<file path="config.mk">
export PLATFORM = sky130hd
export DESIGN_NAME = vga_axil_regfile
export DESIGN_NICKNAME = d
export VERILOG_FILES = /design/src/rtl/vga_axil_regfile.sv
export SDC_FILE = /design/constraint.sdc
export NUM_CORES = 1
export LEC_CHECK = 0
export ABC_AREA = 1
export ABC_CLOCK_PERIOD_IN_PS = 2000
export CAP_MARGIN = 20
export CELL_PAD_IN_SITES_DETAIL_PLACEMENT = 0
export CELL_PAD_IN_SITES_GLOBAL_PLACEMENT = 1
export CORE_AREA = 4 4 231 233
export DETAILED_ROUTE_END_ITERATION = 10
export DIE_AREA = 0 0 235 237
export PLACE_DENSITY = 0.79
export SLEW_MARGIN = 10
export SYNTH_ARGS = -nofsm -noshare
export SYNTH_HDL_FRONTEND = slang
export SYNTH_SLANG_ARGS = --single-unit
</file>
<file path="constraint.sdc">
create_clock -name clk -period 2 [get_ports clk]
set_input_delay 0.3 -clock clk [delete_from_list [all_inputs] [get_ports clk]]
set_output_delay 0.3 -clock clk [all_outputs]
set_load 0.01 [all_outputs]
</file>
<file path="src/rtl/vga_axil_regfile.sv">
// AXI4-Lite control/status register bank for the VGA core; all registers exported in parallel.
// Define VGA_AXIL_STRB_EN to honour wstrb byte enables (otherwise full-word writes).
module vga_axil_regfile #(
   parameter int unsigned REG_NUM = 8,
   parameter int unsigned ADDR_W  = 32,
   parameter int unsigned DATA_W  = 32
) (
   input  logic                      clk,
   input  logic                      arst_n,
   input  logic [ADDR_W-1:0]         awaddr,
   input  logic                      awvalid,
   output logic                      awready,
   input  logic [DATA_W-1:0]         wdata,
   input  logic [DATA_W/8-1:0]       wstrb,
   input  logic                      wvalid,
   output logic                      wready,
   output logic [1:0]                bresp,
   output logic                      bvalid,
   input  logic                      bready,
   input  logic [ADDR_W-1:0]         araddr,
   input  logic                      arvalid,
   output logic                      arready,
   output logic [DATA_W-1:0]         rdata,
   output logic [1:0]                rresp,
   output logic                      rvalid,
   input  logic                      rready,
   output logic [REG_NUM*DATA_W-1:0] regs_o
);

   localparam logic [1:0] W_IDLE   = 2'd0;
   localparam logic [1:0] W_HALF_A = 2'd1;
   localparam logic [1:0] W_HALF_D = 2'd2;
   localparam logic [1:0] W_RESP   = 2'd3;

   localparam logic R_IDLE = 1'b0;
   localparam logic R_RESP = 1'b1;

   localparam logic [1:0] RESP_OKAY   = 2'b00;
   localparam logic [1:0] RESP_SLVERR = 2'b10;

   localparam logic [ADDR_W-3:0] REG_LIMIT = (ADDR_W-2)'(REG_NUM);

   logic [1:0]        w_state_q, w_state_d;
   logic              r_state_q;
   logic [ADDR_W-3:0] awidx_q;
   logic [DATA_W-1:0] wdata_q;
   logic [1:0]        bresp_q;
   logic [DATA_W-1:0] rdata_q;
   logic [1:0]        rresp_q;
   logic [DATA_W-1:0] regs_q [REG_NUM];

   logic              aw_hs, w_hs, ar_hs, commit;
   logic [ADDR_W-3:0] wr_idx, rd_idx;
   logic              wr_ok, rd_ok;
   logic [DATA_W-1:0] wr_data, wr_mask, rd_word;

   assign awready = (w_state_q == W_IDLE) || (w_state_q == W_HALF_D);
   assign wready  = (w_state_q == W_IDLE) || (w_state_q == W_HALF_A);
   assign bvalid  = (w_state_q == W_RESP);
   assign bresp   = bresp_q;
   assign arready = (r_state_q == R_IDLE);
   assign rvalid  = (r_state_q == R_RESP);
   assign rdata   = rdata_q;
   assign rresp   = rresp_q;

   assign aw_hs = awvalid && awready;
   assign w_hs  = wvalid && wready;
   assign ar_hs = arvalid && arready;

   // The completing beat comes from the live bus; the earlier one from the holding register.
   assign wr_idx  = (w_state_q == W_HALF_A) ? awidx_q : awaddr[ADDR_W-1:2];
   assign wr_data = (w_state_q == W_HALF_D) ? wdata_q : wdata;
   assign wr_ok   = (wr_idx < REG_LIMIT);
   assign rd_idx  = araddr[ADDR_W-1:2];
   assign rd_ok   = (rd_idx < REG_LIMIT);

`ifdef VGA_AXIL_STRB_EN
   logic [DATA_W/8-1:0] wstrb_q;
   logic [DATA_W/8-1:0] wr_strb;

   assign wr_strb = (w_state_q == W_HALF_D) ? wstrb_q : wstrb;

   always_comb begin
      wr_mask = '0;
      for (int k = 0; k < DATA_W/8; k++) begin
         wr_mask[k*8 +: 8] = {8{wr_strb[k]}};
      end
   end

   always_ff @(posedge clk or negedge arst_n) begin
      if (!arst_n) begin
         wstrb_q <= '0;
      end else if (w_hs) begin
         wstrb_q <= wstrb;
      end
   end

   logic unused_bits;
   assign unused_bits = ^{awaddr[1:0], araddr[1:0]};
`else
   assign wr_mask = '1;

   logic unused_bits;
   assign unused_bits = ^{awaddr[1:0], araddr[1:0], wstrb};
`endif

   always_comb begin
      w_state_d = w_state_q;
      commit    = 1'b0;
      case (w_state_q)
         W_IDLE: begin
            if (aw_hs && w_hs) begin
               w_state_d = W_RESP;
               commit    = 1'b1;
            end else if (aw_hs) begin
               w_state_d = W_HALF_A;
            end else if (w_hs) begin
               w_state_d = W_HALF_D;
            end
         end
         W_HALF_A: begin
            if (w_hs) begin
               w_state_d = W_RESP;
               commit    = 1'b1;
            end
         end
         W_HALF_D: begin
            if (aw_hs) begin
               w_state_d = W_RESP;
               commit    = 1'b1;
            end
         end
         W_RESP: begin
            if (bready) w_state_d = W_IDLE;
         end
         default: w_state_d = W_IDLE;
      endcase
   end

   always_ff @(posedge clk or negedge arst_n) begin
      if (!arst_n) begin
         w_state_q <= W_IDLE;
         awidx_q   <= '0;
         wdata_q   <= '0;
         bresp_q   <= RESP_OKAY;
      end else begin
         w_state_q <= w_state_d;
         if (aw_hs) awidx_q <= awaddr[ADDR_W-1:2];
         if (w_hs)  wdata_q <= wdata;
         if (commit) bresp_q <= wr_ok ? RESP_OKAY : RESP_SLVERR;
      end
   end

   always_ff @(posedge clk or negedge arst_n) begin
      if (!arst_n) begin
         for (int i = 0; i < REG_NUM; i++) regs_q[i] <= '0;
      end else begin
         for (int i = 0; i < REG_NUM; i++) begin
            if (commit && wr_ok && (wr_idx == (ADDR_W-2)'(i))) begin
               regs_q[i] <= (regs_q[i] & ~wr_mask) | (wr_data & wr_mask);
            end
         end
      end
   end

   always_comb begin
      rd_word = '0;
      for (int i = 0; i < REG_NUM; i++) begin
         if (rd_idx == (ADDR_W-2)'(i)) rd_word = regs_q[i];
      end
   end

   // Capture uses pre-commit register state, so a same-edge write is not visible.
   always_ff @(posedge clk or negedge arst_n) begin
      if (!arst_n) begin
         r_state_q <= R_IDLE;
         rdata_q   <= '0;
         rresp_q   <= RESP_OKAY;
      end else begin
         case (r_state_q)
            R_IDLE: begin
               if (ar_hs) begin
                  r_state_q <= R_RESP;
                  rdata_q   <= rd_ok ? rd_word : '0;
                  rresp_q   <= rd_ok ? RESP_OKAY : RESP_SLVERR;
               end
            end
            default: begin
               if (rready) r_state_q <= R_IDLE;
            end
         endcase
      end
   end

   for (genvar g = 0; g < REG_NUM; g++) begin : g_regs_out
      assign regs_o[g*DATA_W +: DATA_W] = regs_q[g];
   end

endmodule

</file>
==> impl_metrics.toml <==
[critical_path]
critPathCaptureType = "flop"
critPathKind = "flop to flop"
r2r-end = "regs_o[8]"
cp.required_ns = 2.45
r2r_slack_ns = -0.30
cp_data_arrival_time_ns = 2.75
cp-start-kind = "flop"
crit_fanout = 10
reg2reg_from = "w_state_q[0]"
cp-startpoint = "w_state_q[0]"
r2r_cells = 14

[timing]
period_needed_ns = 2.30
hold_viol_final = 0
setup_viol = 258
fmax_mhz = 434
relSlewSlack_pct = 60.5
worstMarginPinSlew_ns = 0.592
clock-skew-final_ns = 0.0265
fin_hold_ws_ns = 0.208
rsz0062_at_grt = "true"
finalCritPeriodShare_pct = 115
setup_slack_ns = -0.302
slew_viol_final = 0

[cts]
cts_root_buf = "clkbuf_16"
htreeDepth = 2
clock_path_buffers = 3
cts_buffers = 41
insertion_delay_ns = 0.58
clk_pin_slew_ns = 0.06
clock_sinks = 355
tritoncts = "yes"

[drt]
wl_per_cell_um = 22.3
wl_met1_mm = 32.4
wl_met2_mm = 35.9
wl_mm = 77.2
ant_nets = 0
drt-vias-per-instance = 5.12
initialDrtViolationCount = 1575
wl_met3_mm = 5.74
dr.pass1.iters = 8
vias = 17709
top_layer = "met4"
drcViolationCount = 0

[die]
num_rows = 83
die_area_mm2 = 0.0557
coreArea_mm2 = 0.0512
die_w_um = 235
start_util_pct = 32.9
ios = 404
fp.dieH_um = 237

[placement]
gp_congestion = 0.947
place_hpwl_mm = 51.1
placed_area_mm2 = 0.0229
io_buffer_count = 393
place_inst = 3306

[worst_hold_path]
hold_class = "primary input to async pin"

[layout]
multi_input_comb_area_mm2 = 0.00797
final_nets = 2860
regArea_mm2 = 0.00888
n_fill_cell = 4706
areaGrowthSynthToFinish_pct = 59.4
diodes = 0
final_util_pct = 52.5
drive_above_1_share_pct = 20.5
final_cell_area_mm2 = 0.0269
instances_no_fill = 3458

[synthesis]
synth_cells = 2212
avgSynthCellArea_um2 = 7.62
synth_seq_cells = 355
synth_top_area_share_pct = 52.7
yosysWarnings = 0
synth_edf_count = 0
ys_types = 30
synthMostInstantiatedCell = "nand2_1"
synth_flop_cell = "dfrtp_1"
async_flop_share_pct = 100
netlist.top_cell.by_area = "dfrtp_1"
synth_area_leaders = "dfrtp_1, nand2_1, nand3_1"
seq_area_frac_synth_pct = 52.7
syn_area_mm2 = 0.0169
synthTopCellsByCount = "nand2_1, dfrtp_1, nand3_1, inv_1, o21ai_0"

[power_and_ir_drop]
p_leak_nw = 13.2
power_frac_comb_pct = 26.8
p_clk_share_pct = 35.3
vdd_drop_max_v = 0.000565
internal_power_mw = 14.5
powerDensity_mw_per_mm2 = 800
p_total_mw = 21.5
seqPwrFrac_pct = 37.9
p_sw_share_pct = 32.5
switchingPower_mw = 6.99

[grt]
track_usage_pct = 24.5
gr-total-overflow = 0
antenna_found_initial = 0
grt_max_degree = 65
grt_pass1_vias = 16469
grt_pass1_wl_mm = 107

[run]
max-cap-violations = 0

[status]
status = "complete, but fails checks"
violations = "setup timing"
critical path, stage by stage (launching register included):
cell	delay, ns
dfrtp_1	0.39
buf_6	0.13
ha_4	0.18
buf_6	0.15
nand2_1	0.07
o21ai_2	0.08
a21oi_1	0.13
nand4_1	0.15
nor2_4	0.19
buf_6	0.17
buf_16	0.16
nand2_8	0.09
clkbuf_16	0.20
nand2_2	0.06
nand2_1	0.05
cell families (layout without fill, tap and decap cells):
| group | Yosys count | count (layout) | share of synthesized area [%] |
|---|---|---|---|
| and+or+nand+nor | 1431 | 1431 | 35.6 |
| DFF | 355 | 355 | 52.7 |
| buffers and inverters | 269 | 834 | 6.70 |
| AOI/OAI and AO/OA | 151 | 151 | 4.60 |
| adders and majority gates | 4 | 4 | 0.297 |
| other | 1 | 2 | 0.0222 |
| muxes | 1 | 1 | 0.0594 |
worst max path at each step:
stage / slack, ns / cells after the start / to
4_1_cts: -0.29 / 5 / wready
3_5_place_dp: -0.65 / 15 / rdata[3]
2_1_floorplan: -0.007 / 13 / regs_o[235]
5_1_grt: -0.42 / 15 / regs_o[223]
3_3_place_gp: -0.66 / 14 / rdata[25]
6_report: -0.30 / 14 / regs_o[8]
power groups by stage:
stage / clock network (mW) / logic (mW) / registers, mW
floorplan: 0 / 2.46 / 8.18
global placement: 0 / 5.02 / 8.21
detailed placement: 0 / 5.13 / 8.25
CTS: 7.71 / 5.40 / 8.13
global route: 7.98 / 6.23 / 8.20
finish: 7.59 / 5.76 / 8.14
cell type report:
cell class                      count  share of cell area (%)
Inverter                          135                    1.92
Multi-Input combinational cell   1589                    29.7
Timing Repair Buffer              627                    27.2
Sequential cell                   355                    33.1
Clock buffer                       66                    4.73
Clock inverter                      6                   0.312
Tap cell                          680                    3.17
sequential cells by signal, summed over array words and instances (netlist names):
signal / flops
regs_o: 256
rresp: 1
awidx_q: 30
bresp: 1
rvalid: 1
w_state_q: 2
wdata_q: 32
rdata: 32
cells in the final DEF, fill, tap and decap left out, types with 37 or more instances in the layout:
master	Yosys	layout
nand2_1	972	778
clkdlybuf4s50_1	0	386
dfrtp_1	355	355
nand3_1	330	315
nand2_2	0	141
inv_1	128	122
buf_4	8	106
o21ai_0	82	77
clkbuf_16	0	70
buf_12	0	49
nand2_4	0	47
nand4_1	44	44
o21ai_1	33	37
layer usage:
layer | track usage, % | vias to the layer above
li1 | - | 8176
met1 | 34.0 | 8599
met2 | 38.2 | 767
met3 | 5.50 | 167
met4 | 7.98 | 0
met5 | 0 | -
through the flow:
step	setup WS [ns]	setup TNS, ns
2_1_floorplan	-0.00729	-0.146
3_3_place_gp	-0.663	-150.60
5_1_grt	-0.423	-94.16
4_1_cts	-0.292	-56.64
3_5_place_dp	-0.649	-152.16
6_report	-0.302	-66.06
what timing repair did:
| action | 4_1_cts | 5_1_grt |
|---|---|---|
| setup endpoints to repair | 274 | 297 |
| gates cloned | 9 | 44 |
| endpoints found under the hold margin | 217 | 0 |
| hold buffers | 1 | 0 |
| pin swaps | 10 | 53 |
| resized for setup | 72 | 308 |
| setup buffers | 19 | 14 |
Note: power is estimated with default switching activity, not from simulation.
